File: src/rtl/dcache2_dirty_flush.sv
// ---------------------------------------------------------------------------
// dcache2_dirty_flush
//   Sweeper for the L2 dcache dirty array (2**ROW_W rows x ROW_N bits).
//   On flush_start it reads each row, issues one writeback per dirty bit over
//   a valid/ready handshake and clears that bit when the writeback is
//   accepted. A store that re-dirties the line being written back suppresses
//   the clear so the line stays dirty.
//
// Ports
//   clk, rst                 clock (posedge), synchronous active-low reset
//   flush_start              start pulse, sampled only in IDLE
//   flush_busy / flush_done  busy level / one-cycle end-of-sweep pulse
//   dr_addr, dr_clkEn        dirty RAM row read (data valid next cycle)
//   dr_data                  dirty RAM row data
//   clr_row, clr_wen,        dirty RAM clear port (one-hot bit enable)
//   clr_bitEn
//   set_addr, set_wen        monitored store-path dirty-set port
//   wb_valid, wb_addr,       writeback request handshake, addr = {bit, row}
//   wb_ready
//   flush_row_first/_last    sweep range (only with DCACHE2_FLUSH_RANGE_EN)
//
// Configuration macro: DCACHE2_FLUSH_RANGE_EN
//   Defined   : sweep covers flush_row_first..flush_row_last (sampled with
//               flush_start); first > last finishes immediately.
//   Undefined : sweep covers every row.
// ---------------------------------------------------------------------------
module dcache2_dirty_flush #(
    parameter int ROW_W  = 5,
    parameter int ROW_N  = 8,
    parameter int ADDR_W = 8
) (
    input  logic              clk,
    input  logic              rst,
    input  logic              flush_start,
    output logic              flush_busy,
    output logic              flush_done,
    output logic [ROW_W-1:0]  dr_addr,
    output logic              dr_clkEn,
    input  logic [ROW_N-1:0]  dr_data,
    output logic [ROW_W-1:0]  clr_row,
    output logic              clr_wen,
    output logic [ROW_N-1:0]  clr_bitEn,
    input  logic [ADDR_W-1:0] set_addr,
    input  logic              set_wen,
    output logic              wb_valid,
    output logic [ADDR_W-1:0] wb_addr,
    input  logic              wb_ready
`ifdef DCACHE2_FLUSH_RANGE_EN
    ,
    input  logic [ROW_W-1:0]  flush_row_first,
    input  logic [ROW_W-1:0]  flush_row_last
`endif
);

    localparam int BIT_W = ADDR_W - ROW_W;

    typedef enum logic [2:0] {
        S_IDLE,
        S_RD,
        S_CAP,
        S_SCAN,
        S_REQ,
        S_DONE
    } state_t;

    state_t              state_q, state_d;
    logic [ROW_W-1:0]    row_q, row_d;
    logic [ROW_W-1:0]    last_q, last_d;
    logic [ROW_N-1:0]    mask_q, mask_d;
    logic [ADDR_W-1:0]   addr_q, addr_d;
    logic                pend_q, pend_d;
    logic                busy_q, done_q, rd_q, valid_q;

    logic [ROW_W-1:0]    first_w, last_w;
    logic                accept;
    logic                set_hit;
    logic [BIT_W-1:0]    cur_bit;
    logic [ROW_N-1:0]    cur_onehot;
    logic [ROW_N-1:0]    mask_left;

`ifdef DCACHE2_FLUSH_RANGE_EN
    assign first_w = flush_row_first;
    assign last_w  = flush_row_last;
`else
    assign first_w = '0;
    assign last_w  = '1;
`endif

    // Index of the lowest set bit (0 when the mask is empty).
    function automatic logic [BIT_W-1:0] lowest(input logic [ROW_N-1:0] m);
        logic [BIT_W-1:0] r;
        r = '0;
        for (int unsigned i = 0; i < ROW_N; i++) begin
            if (m[ROW_N-1-i]) r = BIT_W'(ROW_N-1-i);
        end
        return r;
    endfunction

    // rst gates the accept so a reset landing on a handshake never clears.
    assign accept     = (state_q == S_REQ) && wb_ready && rst;
    assign set_hit    = set_wen && (set_addr == addr_q);
    assign cur_bit    = addr_q[ADDR_W-1:ROW_W];
    assign cur_onehot = {{(ROW_N-1){1'b0}}, 1'b1} << cur_bit;
    assign mask_left  = mask_q & ~cur_onehot;

    // The clear must coincide with the accepting handshake, so the clear
    // port is decoded combinationally from the current REQ state.
    assign clr_wen   = accept && !pend_q && !set_hit;
    assign clr_row   = clr_wen ? row_q : '0;
    assign clr_bitEn = clr_wen ? cur_onehot : '0;

    assign flush_busy = busy_q;
    assign flush_done = done_q;
    assign dr_clkEn   = rd_q;
    assign dr_addr    = row_q;
    assign wb_valid   = valid_q;
    assign wb_addr    = addr_q;

    always_comb begin
        state_d = state_q;
        row_d   = row_q;
        last_d  = last_q;
        mask_d  = mask_q;
        addr_d  = addr_q;
        pend_d  = pend_q;
        case (state_q)
            S_IDLE: begin
                if (flush_start) begin
                    row_d   = first_w;
                    last_d  = last_w;
                    state_d = (first_w > last_w) ? S_DONE : S_RD;
                end
            end
            S_RD:   state_d = S_CAP;
            S_CAP: begin
                mask_d  = dr_data;
                state_d = S_SCAN;
            end
            S_SCAN: begin
                if (mask_q == '0) begin
                    if (row_q == last_q) begin
                        state_d = S_DONE;
                    end else begin
                        row_d   = row_q + ROW_W'(1);
                        state_d = S_RD;
                    end
                end else begin
                    addr_d  = {lowest(mask_q), row_q};
                    pend_d  = 1'b0;
                    state_d = S_REQ;
                end
            end
            S_REQ: begin
                if (set_hit) pend_d = 1'b1;
                // The accept cycle also makes the following scan decision,
                // so each dirty line costs exactly one REQ cycle.
                if (accept) begin
                    mask_d = mask_left;
                    pend_d = 1'b0;
                    if (mask_left != '0) begin
                        addr_d = {lowest(mask_left), row_q};
                    end else if (row_q == last_q) begin
                        state_d = S_DONE;
                    end else begin
                        row_d   = row_q + ROW_W'(1);
                        state_d = S_RD;
                    end
                end
            end
            S_DONE:  state_d = S_IDLE;
            default: state_d = S_IDLE;
        endcase
    end

    always_ff @(posedge clk) begin
        if (!rst) begin
            state_q <= S_IDLE;
            row_q   <= '0;
            last_q  <= '0;
            mask_q  <= '0;
            addr_q  <= '0;
            pend_q  <= 1'b0;
            busy_q  <= 1'b0;
            done_q  <= 1'b0;
            rd_q    <= 1'b0;
            valid_q <= 1'b0;
        end else begin
            state_q <= state_d;
            row_q   <= row_d;
            last_q  <= last_d;
            mask_q  <= mask_d;
            addr_q  <= addr_d;
            pend_q  <= pend_d;
            busy_q  <= (state_d != S_IDLE);
            done_q  <= (state_d == S_DONE);
            rd_q    <= (state_d == S_RD);
            valid_q <= (state_d == S_REQ);
        end
    end

endmodule

File: config.mk
export PLATFORM = sky130hd
export DESIGN_NAME = dcache2_dirty_flush
export DESIGN_NICKNAME = d
export VERILOG_FILES = /design/src/rtl/dcache2_dirty_flush.sv
export SDC_FILE = /design/constraint.sdc
export NUM_CORES = 1
export LEC_CHECK = 0
export CELL_PAD_IN_SITES_DETAIL_PLACEMENT = 0
export CELL_PAD_IN_SITES_GLOBAL_PLACEMENT = 2
export CORE_MARGIN = 3
export CORE_UTILIZATION = 27
export DETAILED_ROUTE_END_ITERATION = 10
export PLACE_DENSITY = 0.91
export SYNTH_ARGS = -nofsm -noshare
export SYNTH_HDL_FRONTEND = slang
export SYNTH_SLANG_ARGS = --single-unit
File: constraint.sdc
create_clock -name clk -period 2 [get_ports clk]
set_input_delay 0.3 -clock clk [delete_from_list [all_inputs] [get_ports clk]]
set_output_delay 0.3 -clock clk [all_outputs]
set_load 0.01 [all_outputs]
---- After elaboration in Yosys (flattened, before gate mapping) ----
Cells that the tools add are included.
storage, ports and cells
  input port bits ......................... 21
  output and inout bits ................... 31
  register bits ........................... 30
  word-level logic and storage cells ...... 89
operators by class
  reductions and logical operators ........ 19
  bitwise logic cells ..................... 2
  add/sub/neg operators ................... 1
  eq/ne operators ......................... 16
  muxes and demuxes ....................... 40
  shift-type cells ........................ 1
operators by type and width
  kind                   number
  $mux W3                21
  $mux W8                5
  $pmux W8 S2            2
  $mux W5                6
  $pmux W3 S5            1
  $pmux W5 S3            1
  $ne A2 B2 Y1 const B   5
  $eq A3 B3 Y1 const B   3
  $and A8 B8 Y8          1
  $eq A8 B8 Y1           1
  $logic_not A8 Y1       1
  $not A8 Y8             1
  $reduce_bool A8 Y1     1
  $shl A1 B3 Y8 const A  1
  $eq A3 B1 Y1 const B   2
  $eq A3 B2 Y1 const B   2
  $reduce_bool A3 Y1     2
  $add A5 B1 Y5 const B  1
  $eq A5 B5 Y1           1
  $logic_and A1 B1 Y1    5
  $reduce_and A5 Y1      1
  $reduce_and A2 Y1      2
  $reduce_and A4 Y1      1
  $reduce_bool A2 Y1     2
  7 further kinds        10

---- Logic depth before layout (Yosys ltp) ----
  depth after elaboration ................. 14
  gate-level depth with buffers ........... 9
  mapped depth without buffers ............ 7

---- Least setup slack after synthesis ----
Ideal clock, no wire load.
  kind .................................... flip-flop to output port
  from .................................... register addr_q[5], in the netlist wb_addr[5]
  to ...................................... output clr_bitEn[5]
  data arrival time ....................... 1.642 ns
  slack ................................... 0.058 ns
  path buffers ............................ 2
  stages on the path, launching flop included .. 10
  cells stage by stage .................... dfxtp_1 > buf_6 > buf_2 > xor2_1 > nor3_1 > nand4_1 > nand3b_1 > inv_1 > nand2_1 > nor2_1
between the ends
  cells in the longest elaborated chain, start to end .. 5
  elaborated cells between the ends (all ways) .. 6
  those cells by class .................... eq/ne: 1; shift: 1; mux: 1; reduce/logical: 3
RTL lines
  element                 RTL line  source
  from (decl)             70        logic [ADDR_W-1:0] addr_q, addr_d;
  from (signal assigned)  192       addr_q <= addr_d;
  $eq A8 B8 Y1            101       assign set_hit = set_wen && (set_addr == addr_q);
  $logic_and A1 B1 Y1     101
  $logic_not A1 Y1        108       assign clr_wen = accept && !pend_q && !set_hit;
  $logic_and A1 B1 Y1     108
  via clr_wen             41        output logic clr_wen,
  $mux W8                 110       assign clr_bitEn = clr_wen ? cur_onehot : '0;
  to (decl)               42        output logic [ROW_N-1:0] clr_bitEn,
The timed path passes the listed nets, and every way through them passes these cells.

---- Final worst setup path ----
  from .................................... register addr_q[6], in the netlist wb_addr[6]
  to ...................................... output clr_row[2]
between the ends
  cells in the longest elaborated chain, start to end .. 5
RTL lines
  element              RTL line  source
  $eq A8 B8 Y1         101
  $logic_and A1 B1 Y1  101
  $logic_not A1 Y1     108
  $logic_and A1 B1 Y1  108
  $mux W5              109       assign clr_row = clr_wen ? row_q : '0;
  to (decl)            40        output logic [ROW_W-1:0] clr_row,
No other way between the ends.

==> results.py <==
metrics = {
    "status": {
        "status": "finished with violations",
        "violations": "negative setup slack",
    },
    "power": {
        "power_uw": 2460,
        "p_leak_uw": 0.00120,
        "peakVddDrop_mv": 0.257,
        "power.density_nw_per_um2": 793,
    },
    "finish": {
        "area.growth.synth_to_final_pct": 62.6,
        "num_antenna_cells": 0,
        "fill_cells": 718,
        "fin_area_sq_um": 3110,
        "post_route_cells_drive_above_1_share": 0.347,
        "utilization": 0.455,
        "fin_cells": 445,
        "fin_nets": 370,
    },
    "clocking": {
        "clock_latency_ns": 0.29,
        "clock-sinks": 30,
        "path_clk_slew_ns": 0.07,
        "cts_buffer_depth": 2,
        "h-tree-depth": 2,
        "clockRootBuffer": "clkbuf_8",
        "cts_buffers": 5,
        "cts_tree": "done",
        "holdBufCountCts": 0,
    },
    "placement": {
        "hpwl_um": 4540,
        "io_buffers": 51,
        "place_inst": 431,
        "gp_congestion": 0.842,
        "dpl_cell_area_sq_um": 2810,
    },
    "floorplan": {
        "die_y_um": 90.1,
        "rows": 30,
        "initial_core_util": 0.279,
        "die_area_sq_um": 8120,
        "ioPinCount": 52,
        "chipWidth_um": 90.1,
        "core_sq_um": 6830,
    },
    "worst_hold_path": {
        "hp-class": "reg2reg",
        "whs_path_depth": 2,
    },
    "synthesis": {
        "syn-num-nets": 274,
        "synth_cells": 252,
        "syn_area_sq_um": 1910,
        "avgSynthCellArea_sq_um": 7.58,
        "async_reset_ff_frac": 0,
        "synth_edf_count": 0,
        "ys_types": 49,
        "seq_area_frac_synth": 0.315,
        "yosysWarnings": 0,
        "synth-seq-cells": 30,
        "synth-main-ff-cell": "dfxtp_1",
    },
    "sta": {
        "setup_violations": 8,
        "period_needed_ns": 2.06,
        "fmax_ghz": 0.486,
        "clock_skew_ns": 0.00968,
        "worstMarginPinSlew_ns": 0.576,
        "timing.final.ws_setup_ns": -0.0569,
        "rsz0062_at_grt": "yes",
        "slew_viol_final": 0,
        "hold_ws_ns": 0.490,
        "slew_headroom": 0.615,
        "fin_crit_sh": 1.03,
        "hold_viol": 0,
    },
    "routing": {
        "drc": 0,
        "viasPerCell": 4.83,
        "drt_iter0_markers": 95,
        "via_count": 2148,
        "drt_first_pass_iters": 4,
        "wl_per_cell_um": 13.7,
        "wl_um": 6090,
        "ant_nets": 0,
    },
    "global_route": {
        "grt.total_usage": 0.147,
        "grt_max_degree": 17,
        "grt-ovfl-total": 0,
        "grt_pass1_wl_um": 9980,
        "grt_pass1_vias": 2068,
        "antenna_found_initial": 0,
    },
    "critical_path": {
        "cp-end-kind": "output pin",
        "cp_max_fo": 7,
        "path_cells": "xor2_1 > nor4_1 > nand4_1 > nand3b_1 > buf_6 > inv_8 > and2_1 > buf_2",
        "cp-start-kind": "flip-flop",
        "critPathArrivalTime_ns": 1.76,
        "crit_type": "reg2out",
        "reg2reg_depth": 8,
        "critPathMaxStageDelay_ns": 0.32,
        "cp_data_required_time_ns": 1.70,
        "crit_slowest_cell": "dfxtp_2",
    },
    "flow_run": {
        "cap_violations": 0,
    },
}
==> cell families (layout without fill, tap and decap cells) <==
logic type                 after synthesis  after routing  share of synthesized area
DFF                                     30             30                      0.315
xor gates and xnor gates                 9              9                     0.0413
AOI/OAI and AO/OA                       69             70                      0.240
muxes                                    4              4                     0.0275
adders and majority gates                1              1                    0.00655
buffers and inverters                   26            122                     0.0721
and+or+nand+nor                        113            113                      0.298
==> per-layer routing <==
| metal | share of wire | vias up | track usage | routed length [um] |
|---|---|---|---|---|
| li1 | - | 1092 | - | - |
| met1 | 0.47 | 988 | 0.193 | 2870 |
| met2 | 0.46 | 62 | 0.238 | 2830 |
| met3 | 0.053 | 6 | 0.0385 | 320 |
| met4 | 0.011 | 0 | 0.0446 | 66 |
| met5 | 0 | - | 0 | 0 |
==> cell usage after synthesis (2+ instances only) <==
master    number  share of area
nand4_1        5          0.016
a22oi_1        7          0.028
buf_2          4          0.010
nand2_1       22          0.043
nand3_1        8          0.021
o21ai_0       20          0.052
or3_1          5          0.016
nor4_2         2          0.013
a211oi_1       3          0.012
a21o_1         3          0.012
buf_6          2          0.012
nor3_1         6          0.016
nand2b_1       3         0.0098
a31oi_1        3         0.0098
a21oi_2        4          0.018
mux2i_1        3          0.016
o31ai_1        2         0.0079
and3_1         2         0.0066
buf_4          5          0.020
nor2_1        41          0.081
nand3b_1       3          0.012
o22ai_1        2         0.0066
inv_1          7          0.014
a21oi_1       15          0.039
dfxtp_1       30           0.31
nor4_1         4          0.013
clkbuf_1       6          0.012
xor2_1         7          0.032
xnor2_1        2         0.0092
and2_1         7          0.023
==> worst paths after layout <==
kind / start / end / slack, ns
setup / recovery: wb_addr[6] / clr_row[2] / -0.06
hold / removal: wb_addr[0] / wb_addr[0] / 0.49
hold reg to reg: wb_addr[0] / wb_addr[0] / 0.49
setup reg to reg: wb_addr[5] / dr_addr[3] / 0.02
==> sequential cells by signal (all words and copies together) (netlist names) <==
signal / count
mask_q: 8
wb_addr: 8
dr_addr: 5
state_q: 3
dr_clkEn: 1
flush_busy: 1
flush_done: 1
last_q: 1
pend_q: 1
wb_valid: 1
==> power breakdown <==
group          total, uW  leakage (uW)  internal, uW  switching [uW]
Sequential           754      0.000247           670            84.2
Clock                513     0.0000482           277             236
Combinational       1200      0.000909           592             604
==> critical path, delay by kind of cell, from the launching register on <==
family        cells  cell delay [ns]
simple gates      4             0.72
flops             1             0.32
buf+inv           3             0.30
xor+xnor          1             0.13
==> metrics by stage <==
stage | setup TNS (ns) | setup WS (ns)
floorplan | 0 | 0.0577
global placement | -6.46 | -0.503
detailed placement | -6.86 | -0.533
CTS | -0.838 | -0.114
global route | -1.76 | -0.160
finish | -0.351 | -0.0569
==> layout by cell type, fill, tap and decap left out, types with 6 or more instances in the layout <==
master           count
dlygate4sd2_1        9
a21oi_1             12
dfxtp_1             24
a22oi_1              7
buf_2                7
buf_6               11
nand2_1             21
buf_4               51
inv_1                6
clkdlybuf4s50_1     28
nor2_1              38
o21ai_0             20
xor2_1               6
nand3_1              7
clkbuf_8             6
==> layout make-up <==
| class | count | area [sq um] | area share |
|---|---|---|---|
| repair buffers | 107 | 916 | 0.295 |
| clock inverters | 1 | 5.00 | 0.00161 |
| multi-input cells | 197 | 1330 | 0.429 |
| flip-flops and latches | 30 | 611 | 0.197 |
| inverters | 7 | 33.8 | 0.0109 |
| clock buffers | 7 | 86.3 | 0.0278 |
| well taps | 96 | 120 | 0.0387 |
==> repair_timing <==
action	in CTS	in global routing
resized for setup	91	32
setup endpoints to repair	19	30
cloned	0	1
setup buffers	2	4
pin swaps	13	16
No activity file was read; power rests on OpenSTA's default activity.
